## config.mk

```make
export PLATFORM = sky130hd
export DESIGN_NAME = branch_seq
export DESIGN_NICKNAME = d
export VERILOG_FILES = /design/src/rtl/branch_seq.sv
export SDC_FILE = /design/constraint.sdc
export NUM_CORES = 1
export LEC_CHECK = 0
export BUFFER_PORTS_ARGS = -buffer_cell sky130_fd_sc_hd__clkbuf_2
export CAP_MARGIN = 20
export CELL_PAD_IN_SITES_DETAIL_PLACEMENT = 1
export CELL_PAD_IN_SITES_GLOBAL_PLACEMENT = 1
export CORE_AREA = 2 2 58 60
export DETAILED_ROUTE_END_ITERATION = 8
export DIE_AREA = 0 0 60 62
export PLACE_DENSITY_LB_ADDON = 0.1
export SETUP_SLACK_MARGIN = 0.05
export SLEW_MARGIN = 20
export SYNTH_ARGS = -nofsm -noshare
export SYNTH_HDL_FRONTEND = slang
export SYNTH_SLANG_ARGS = --single-unit
```

## constraint.sdc

```tcl
create_clock -name clk -period 1.6 [get_ports clk]
set_input_delay 0.16 -clock clk [delete_from_list [all_inputs] [get_ports clk]]
set_output_delay 0.16 -clock clk [all_outputs]
set_load 0.01 [all_outputs]
```

## src/rtl/branch_seq.sv

```systemverilog
// branch_seq: fetch-and-conditional-branch control sequencer.
// Steps the datapath through a T0..T6 instruction fetch and branch sequence.
// It evaluates the IR condition field against the bus value in T3.
// With SKIP_NOT_TAKEN set, a not-taken branch finishes straight after T3.
// Optional build macro BRANCH_SEQ_STATS_EN adds saturating taken/total counters.
module branch_seq #(
  parameter int unsigned DATA_W         = 32,
  parameter int unsigned SKIP_NOT_TAKEN = 1
) (
  input  logic              clk,
  input  logic              clr,
  input  logic              start,
  input  logic              mem_ack,
  input  logic [DATA_W-1:0] bus_data,
  input  logic [1:0]        c2,
  output logic              PCout,
  output logic              MARin,
  output logic              IncPC,
  output logic              Read,
  output logic              MDRin,
  output logic              MDRout,
  output logic              IRin,
  output logic              Gra,
  output logic              Rout,
  output logic              CONin,
  output logic              Yin,
  output logic              Cout,
  output logic              BRANCH,
  output logic              Zin,
  output logic              Zlowout,
  output logic              PCin,
  output logic              con_ff,
  output logic              busy,
  output logic              done
`ifdef BRANCH_SEQ_STATS_EN
  ,
  output logic [15:0]       taken_cnt,
  output logic [15:0]       total_cnt
`endif
);

  typedef enum logic [3:0] {
    IDLE, T0, T1, T2, T3, T4, T5, T6, DONE
  } state_t;

  typedef struct packed {
    logic pc_out;
    logic mar_in;
    logic inc_pc;
    logic read;
    logic mdr_in;
    logic mdr_out;
    logic ir_in;
    logic gra;
    logic r_out;
    logic con_in;
    logic y_in;
    logic c_out;
    logic branch;
    logic z_in;
    logic zlow_out;
    logic pc_in;
  } strb_t;

  state_t state_q, state_d;
  strb_t  strb_q, strb_d;
  logic   con_ff_q, con_ff_d;
  logic   busy_q, busy_d;
  logic   done_q, done_d;
  logic   cond;

  // Branch condition on the current bus value, selected by the IR field.
  always_comb begin
    cond = 1'b0;
    unique case (c2)
      2'b00: cond = (bus_data == '0);
      2'b01: cond = (bus_data != '0);
      2'b10: cond = !bus_data[DATA_W-1] && (bus_data != '0);
      2'b11: cond = bus_data[DATA_W-1];
      default: cond = 1'b0;
    endcase
  end

  // Next state plus strobes decoded from that next state, so outputs register in step with state.
  always_comb begin
    state_d  = state_q;
    con_ff_d = con_ff_q;
    unique case (state_q)
      IDLE: if (start) state_d = T0;
      T0:   state_d = T1;
      T1:   if (mem_ack) state_d = T2;
      T2:   state_d = T3;
      T3: begin
        con_ff_d = cond;
        if ((SKIP_NOT_TAKEN != 0) && !cond) state_d = DONE;
        else                                state_d = T4;
      end
      T4:   state_d = T5;
      T5:   state_d = T6;
      T6:   state_d = DONE;
      DONE: state_d = IDLE;
      default: state_d = IDLE;
    endcase

    strb_d = '0;
    unique case (state_d)
      T0: begin
        strb_d.pc_out = 1'b1;
        strb_d.mar_in = 1'b1;
      end
      T1: begin
        strb_d.inc_pc = (state_q == T0);
        strb_d.read   = 1'b1;
        strb_d.mdr_in = 1'b1;
      end
      T2: begin
        strb_d.mdr_out = 1'b1;
        strb_d.ir_in   = 1'b1;
      end
      T3: begin
        strb_d.gra    = 1'b1;
        strb_d.r_out  = 1'b1;
        strb_d.con_in = 1'b1;
      end
      T4: begin
        strb_d.pc_out = 1'b1;
        strb_d.y_in   = 1'b1;
      end
      T5: begin
        strb_d.c_out  = 1'b1;
        strb_d.z_in   = 1'b1;
        strb_d.branch = 1'b1;
      end
      T6: begin
        strb_d.zlow_out = 1'b1;
        strb_d.pc_in    = con_ff_d;
      end
      default: strb_d = '0;
    endcase

    busy_d = (state_d != IDLE);
    done_d = (state_d == DONE);
  end

  // Sequencer state and registered outputs.
  always_ff @(posedge clk or negedge clr) begin
    if (!clr) begin
      state_q  <= IDLE;
      strb_q   <= '0;
      con_ff_q <= 1'b0;
      busy_q   <= 1'b0;
      done_q   <= 1'b0;
    end else begin
      state_q  <= state_d;
      strb_q   <= strb_d;
      con_ff_q <= con_ff_d;
      busy_q   <= busy_d;
      done_q   <= done_d;
    end
  end

  assign PCout   = strb_q.pc_out;
  assign MARin   = strb_q.mar_in;
  assign IncPC   = strb_q.inc_pc;
  assign Read    = strb_q.read;
  assign MDRin   = strb_q.mdr_in;
  assign MDRout  = strb_q.mdr_out;
  assign IRin    = strb_q.ir_in;
  assign Gra     = strb_q.gra;
  assign Rout    = strb_q.r_out;
  assign CONin   = strb_q.con_in;
  assign Yin     = strb_q.y_in;
  assign Cout    = strb_q.c_out;
  assign BRANCH  = strb_q.branch;
  assign Zin     = strb_q.z_in;
  assign Zlowout = strb_q.zlow_out;
  assign PCin    = strb_q.pc_in;
  assign con_ff  = con_ff_q;
  assign busy    = busy_q;
  assign done    = done_q;

`ifdef BRANCH_SEQ_STATS_EN
  logic [15:0] taken_cnt_q, taken_cnt_d;
  logic [15:0] total_cnt_q, total_cnt_d;

  // Counters step as DONE is entered, so they are current when done is seen.
  always_comb begin
    taken_cnt_d = taken_cnt_q;
    total_cnt_d = total_cnt_q;
    if (state_d == DONE) begin
      if (total_cnt_q != '1)             total_cnt_d = total_cnt_q + 16'd1;
      if (con_ff_d && taken_cnt_q != '1) taken_cnt_d = taken_cnt_q + 16'd1;
    end
  end

  // Saturating statistics registers.
  always_ff @(posedge clk or negedge clr) begin
    if (!clr) begin
      taken_cnt_q <= '0;
      total_cnt_q <= '0;
    end else begin
      taken_cnt_q <= taken_cnt_d;
      total_cnt_q <= total_cnt_d;
    end
  end

  assign taken_cnt = taken_cnt_q;
  assign total_cnt = total_cnt_q;
`endif

endmodule

```

Word level (Yosys, flattened, before mapping)
Cells that the tools add are included.
Word-level totals
  flip-flop bits (word level): 23
  output and inout bits: 19
  logic and storage cells: 60
Cells by class
  equality and inequality tests: 18
  mux-type cells: 14
  reduce and logical (&&, ||, !) cells: 8
Operators with widths (number)
  4-bit by 3-bit equality test with 1-bit output (second input constant): 8
  32-bit logical NOT: 1
  4-bit case mux with 8 select lines: 1
  32-bit nonzero test: 1
  4-bit by 2-bit equality test with 1-bit output (second input constant): 4
  4-bit 2-to-1 mux: 3
  3-bit 2-to-1 mux: 3
  4-bit by 1-bit equality test with 1-bit output (second input constant): 2
  2-bit equality test (second input constant): 2
  4-bit equality test (second input constant): 1
  4-bit logical NOT: 1
  1-bit 2-to-1 mux: 4
  2-bit 2-to-1 mux: 2
  1-bit case mux with 4 select lines: 1
  4-bit nonzero test: 1
  2-bit by 1-bit equality test with 1-bit output (second input constant): 1
  2-bit logical NOT: 1
  2-bit OR reduction: 1
  1-bit logical AND: 1
  1-bit logical NOT: 1

Logic depth before layout (Yosys ltp)
Gate-level depths: netlist of run 1.
  depth in word-level cells: 8
  depth in mapped cells: 6
  depth with buffers taken out: 5

Worst setup path before layout of run 1
Ideal clock, no wire load.
  path kind: register to register
  from: reg state_q[0]
  to: reg strb_q, in the netlist MDRin
  setup time: 0.128 ns
  data arrival time: 1.221 ns
  path slack: 0.251 ns
  stages on the path, launching flop included: 5
  path buffers: 1
  clock period less this slack: 1.349 ns
  path through: dfrtp_1 > clkbuf_1 > or4_1 > nand3_1 > a211oi_1
RTL lines
  start, declared: line 65  | state_t state_q, state_d;
  start signal, assigned: line 154  | state_q <= state_d;
  end signal, assigned: line 155  | strb_q <= strb_d;
  end, declared: line 66  | strb_t strb_q, strb_d;

==> results of run 1 <==
path summary, 6_finish.rpt:
| check | to | startpoint | cells after the start | slack, ps |
|---|---|---|---|---|
| min reg2reg | IRin | state_q[2] | 1 | 520 |
| min | IRin | mem_ack | 2 | 130 |
| min in group asynchronous | busy | clr | 2 | 310 |
| max in group asynchronous | state_q[0] | clr | 2 | 1000 |
| max reg2reg | MDRin | state_q[1] | 4 | 170 |
| max | MDRin | state_q[1] | 4 | 170 |
kinds of logic (layout without fill, tap and decap cells):
group | count (synthesis) | after routing | synth area share
and+or+nand+nor | 36 | 36 | 0.260
AOI/OAI and AO/OA | 19 | 19 | 0.159
buffers and inverters | 12 | 68 | 0.0793
DFF | 17 | 17 | 0.491
muxes | 1 | 1 | 0.0115
what timing repair did:
| action | CTS | global route |
|---|---|---|
| endpoints found under the hold margin | 17 | 0 |
| hold buffers | 1 | 0 |
| gates resized for setup | 0 | 0 |
per-stage QoR:
step	setup WS, ps	total power [W]	cells
global route	83.6	0.00172	187
global placement	85.4	0.00136	182
CTS	162	0.00160	187
detailed placement	88.1	0.00136	182
floorplan	251	0.00109	85
finish	173	0.00157	187
cell usage in the layout (no fill, tap or decap):
cell	Yosys	layout
a2bb2oi_1	1	1
clkbuf_4	0	3
o41ai_2	2	2
clkbuf_2	0	56
nor4_1	4	4
nor2_1	8	8
o31ai_1	2	2
nor4b_1	1	1
o21ai_0	3	3
mux2i_1	1	1
a311o_1	1	1
buf_4	6	3
or3_1	1	1
clkinv_2	0	1
dfrtp_1	17	17
a211oi_1	1	1
o21ai_1	4	4
a21oi_1	4	4
nand2_1	3	3
nand4_1	1	1
nand3_1	2	2
nand2b_1	4	4
inv_1	4	4
nor2b_1	1	1
a31o_1	1	1
or4_1	1	1
nor3_1	4	4
or2_2	1	1
nand4_2	1	1
dlygate4sd3_1	0	1
nor4_2	4	4
flip-flops by register name, indices dropped and copies added, names as in the netlist:
name and flops:
state_q 4, BRANCH 1, CONin 1, IRin 1, IncPC 1, MARin 1
MDRin 1, PCin 1, PCout 1, Yin 1, Zlowout 1, busy 1
con_ff 1, done 1
cell type report:
type | instances | area share
sequential | 17 | 0.351
multi-input combinational | 56 | 0.308
timing repair buffer | 60 | 0.258
tap | 46 | 0.0475
clock buffer | 3 | 0.0186
inverter | 4 | 0.0124
clock inverter | 1 | 0.00413
layer usage:
metal | track usage | up-vias
met4 | 0.0667 | 0
met5 | 0 | -
met3 | 0.0207 | 2
met2 | 0.217 | 53
li1 | - | 417
met1 | 0.155 | 387
critical path: cells and delay by family, from the launching register on:
kind | cells | cell delay [ps]
and+or+nand+nor | 2 | 640
AOI/OAI and AO/OA | 1 | 50
DFF | 1 | 470
muxes | 1 | 140
synth_stat cells (all sizes together) (3+ instances only):
cell and count:
dfrtp 17, nor2 8, nor4 8, buf 7, o21ai 7, a21oi 4, inv 4, nand2b 4
nor3 4, nand2 3
power breakdown:
part / leakage (nW) / internal, W / switching, W
clock: 0.0177 / 0.0000932 / 0.000142
sequential: 0.224 / 0.000568 / 0.0000886
combinational: 0.391 / 0.000304 / 0.000378
total: 0.633 / 0.000965 / 0.000609
==> metrics.txt, run 1 <==
FILL cells 392; syn avg cell area 10.2 µm²; DRC viols 0; period utilization 0.892; Routed wire per std cell 11.5 µm; max-slew violation count 0; die height 62 µm; Storage cell area 425 µm²; Worst-Margin Slew 412 ps; met2 WL post-DR 1050 µm; Yosys top cell area share 0.491; sequential area share after synthesis 0.491; die area 0.00372 mm²; Synth Cell Area 867 µm²; Final Instance Area 0.00121 mm²; cell taking the most area after synthesis dfrtp_1; number of global-route vias before repair 849; routability congestion estimate 0.712; metal3 WL 181 µm; Final nets 180; GRT Residual Overflow 0; final antenna diode count 0; cells along the critical path mux2i_1 -> or4_1 -> nand3_1 -> a211oi_1; Final Hold Viols 0; PD cells 1300 mW/mm²; Longest Clk Path Bufs 2; clock sink count 17; TritonCTS clock tree yes; Final Hold Slack 125 ps; total CTS buffers 3; Max stage delay on crit path 510 ps; clock skew 5.46 ps; Crit-path slowest cell or4_1; min-delay worst type in -> reg; type of the worst setup path reg -> reg; HPWL after DPL 1800 µm; number of synthesized flops with an enable pin 0; top post-synthesis cells by area dfrtp_1 (49%), nor4_2 (5.8%), buf_4 (5.2%), o41ai_2 (3.8%), nor2_1 (3.5%); Synth Net Count 123; Post-Route WL 2150 µm; Setup crit start kind register; post-CTS setup buffer count 0; Post-DP Area 0.00117 mm²; Area Overhead vs Synth 39.7%; DRT iter0 DRCs 7; top_reg_cell synth dfrtp_1; Cells after Synth 85; largest net degree at the start of global routing 18; crit-path max FO 6; All-Layer GR Usage 0.127; first-pass GRT wire length 3560 µm; vias per std cell 4.59; status finished clean; Pleak 0.633 nW; CP required 1780 ps; Core ar. 0.00318 mm²; Worst-Skew Late Latency 300 ps; synthesis warning total 0; top sig layer met4; RSZ-0062 raised after global routing no; post-synthesis sequential element count 17; CTS Root Cell clkbuf_4; share of cells above drive strength 1 0.504; footprint of the multi-input gates 373 µm²; First-pass DRT Iterations 4; Fmax 0.701 GHz; synth unique cells 29; crit end category register; Final setup viols 0; maximum vdd drop 0.316 mV; Synth async-reset ratio 1.00; setup TNS 0 ps; Slew headroom 0.725; minimum clock period 1430 ps; port buffer count 56; M1 WL 898 µm; via count 859; Post-DRT Antenna Nets 0; Max Cap Viol 0; I/O pin count 57; Die W 60 µm; Clock Pin Slew Worst Setup and Hold Paths 100 ps; WP data arrival 1610 ps; number of placement rows 21; initial antenna violation count 0; H-tree levels 1; Initial Utilization 0.273; final core occ 0.381
(Power assumes the default switching activity.)
==> run 2, diff against run 1 <==
Settings changed: ABC_AREA set to 1, CORE_AREA 2 2 58 60 to 2 2 60 62, DIE_AREA 0 0 60 62 to 0 0 62 64.
==> run 2 against run 1 <==
  * Core utilization shrank 2.1 points
  * Global-route usage is 1.2 points lower
  * Critical path depth increased by 3
  * Sequential cell count unchanged
  * First-iteration DRC count increased to 3.1 times the previous value
  * Hold slack got worse by 42 ps
  * Wire length fell by 6.8%
  * Final area fell by 2.3%
  * Non-clock buffer count is 2 lower
  * Clock skew decreased by 4.0 ps
  * Clock power down 3%
==> metrics.txt, run 2 <==
status finished clean; crit-path max FO 6; Final setup viols 0; syn avg cell area 7.77 µm²; via count 892; top post-synthesis cells by area dfrtp_1 (50%), nor2_1 (14%), nand2_1 (10%), inv_1 (6.2%), buf_4 (5.3%); Initial Utilization 0.258; Synth Net Count 147; CP required 1790 ps; Pleak 0.718 nW; max-slew violation count 0; hold_sp mem_ack; Worst Hold Path EP IRin; placed insts 206; routability congestion estimate 0.687; die height 64 µm; commonest non-fill, non-tap cell in the layout clkbuf_2; Post-Synth Simple-Gate Area 0.362; port buffer count 56; Post-DP Area 0.00115 mm²; Max Cap Viol 0; clock sink count 17; number of synthesized flops with an enable pin 0; first-pass GRT wire length 3460 µm; TritonCTS clock tree yes; setup TNS 0 ps; final antenna diode count 0; Worst-Margin Slew 436 ps; Post-Route WL 2010 µm; Synth Area in XOR/XNOR 0; type of the worst setup path reg -> reg; crit end category register; DRT iter0 DRCs 22; HPWL after DPL 1710 µm; H-tree levels 1; First-pass DRT Iterations 2; total CTS buffers 3; Final nets 204; Setup crit start kind register; maximum vdd drop 0.313 mV; number of placement rows 21; Longest Clk Path Bufs 2; Min-Delay Path Depth 3; Die W 62 µm; clock skew 1.42 ps; Area Overhead vs Synth 39.7%; vias per std cell 4.23; period utilization 0.873; Slew headroom 0.709; synthesis warning total 0; Clock Pin Slew Worst Setup and Hold Paths 100 ps; non-filler cells, final 211; min-delay worst type in -> reg; top_reg_cell synth dfrtp_1; I/O pin count 57; most frequent cell after synthesis nor2_1; reg-to-reg slack, setup 200 ps; max reg flops 4; post-CTS setup buffer count 0; sequential area share after synthesis 0.502; initial antenna violation count 0; GRT Residual Overflow 0; PD cells 1370 mW/mm²; Fmax 0.716 GHz; R2R cell count 7; WP data arrival 1580 ps; share of cells above drive strength 1 0.418; most frequent cells in the layout clkbuf_2 (56), nor2_1 (31), nand2_1 (23); Final Instance Area 0.00118 mm²; largest net degree at the start of global routing 18; post-synthesis sequential element count 17; CTS Root Cell clkbuf_4; Routed wire per std cell 9.51 µm; RSZ-0062 raised after global routing no; Post-DRT Antenna Nets 0; FILL cells 442; Reg with most FFs state_q; Yosys top cell area share 0.502; Worst-Skew Late Latency 280 ps; DRC viols 0; adder-cell area share of the yosys netlist 0; Synth async-reset ratio 1.00; number of global-route vias before repair 895; FF-to-FF End MDRin; RR Startpoint state_q[0]; Final Hold Viols 0; die area 0.00397 mm²; post-CTS sizing 0; All-Layer GR Usage 0.116; minimum clock period 1400 ps; Synth Cell Area 847 µm²; cell taking the most area after synthesis dfrtp_1; mux contribution to synthesized area 0; largest family of logic cells by synthesized area simple AND/OR/NAND/NOR gates; compound-cell area share of the yosys netlist 0.0162; total power 0.00162 W; Core ar. 0.00328 mm²; synth unique cells 18; Commonest cells post-synth nor2_1 (31), nand2_1 (23), dfrtp_1 (17); Cells after Synth 109
run 2: kinds of logic (layout without fill, tap and decap cells):
kind of cell | Yosys count | after routing
and+or+nand+nor | 69 | 69
buffers and inverters | 21 | 77
DFF | 17 | 17
AOI/OAI and AO/OA | 2 | 2
run 2: worst max-delay path, cell delays in order (launching register included):
cell	delay, ps
dfrtp_1	460
inv_1	90
nor4_1	380
nor2_1	140
inv_1	80
nor2_1	40
nand2_1	70
nor2_2	30
run 2: cell type report:
type	instances	area, µm²	share of cell area
Clock buffer	4	26.3	0.0222
Tap cell	46	57.6	0.0486
Inverter	15	56.3	0.0476
Multi-Input combinational cell	71	320	0.271
Timing Repair Buffer	58	298	0.252
Sequential cell	17	425	0.359
run 2: worst max-delay path by stage:
stage                 startpoint  endpoint  slack, ps
floorplan             state_q[3]     MDRin        370
global placement    bus_data[16]      busy        190
detailed placement   bus_data[4]      busy        160
CTS                   state_q[0]     MDRin        170
global route          state_q[0]     MDRin         70
finish                state_q[0]     MDRin        200
run 2: power by group:
group | switching [W] | total (W) | internal (W)
Sequential | 0.0000931 | 0.000672 | 0.000579
Clock | 0.000130 | 0.000227 | 0.0000967
Combinational | 0.000420 | 0.000720 | 0.000299
Total | 0.000644 | 0.00162 | 0.000975
run 2: per-stage QoR:
stage | worst slack [ps] | hold WS (ps) | util
after floorplan | 369 | -136 | -
after global placement | 190 | 117 | 0.349
final | 203 | 83.2 | 0.360
after detailed placement | 163 | 125 | 0.349
after global routing | 71.4 | 81.0 | 0.360
after CTS | 170 | 78.3 | 0.360
run 2: timing repair:
action                                  4_1_cts  5_1_grt
endpoints found under the hold margin        17        0
hold buffers                                  1        0
endpoints found under the setup margin        0        0
run 2: routing by layer:
layer / vias up / global-route usage / part of all wire
li1: 438 / - / -
met1: 407 / 0.117 / 0.39
met2: 43 / 0.208 / 0.51
met3: 4 / 0.0142 / 0.079
met4: 0 / 0.0771 / 0.023
met5: - / 0 / 0
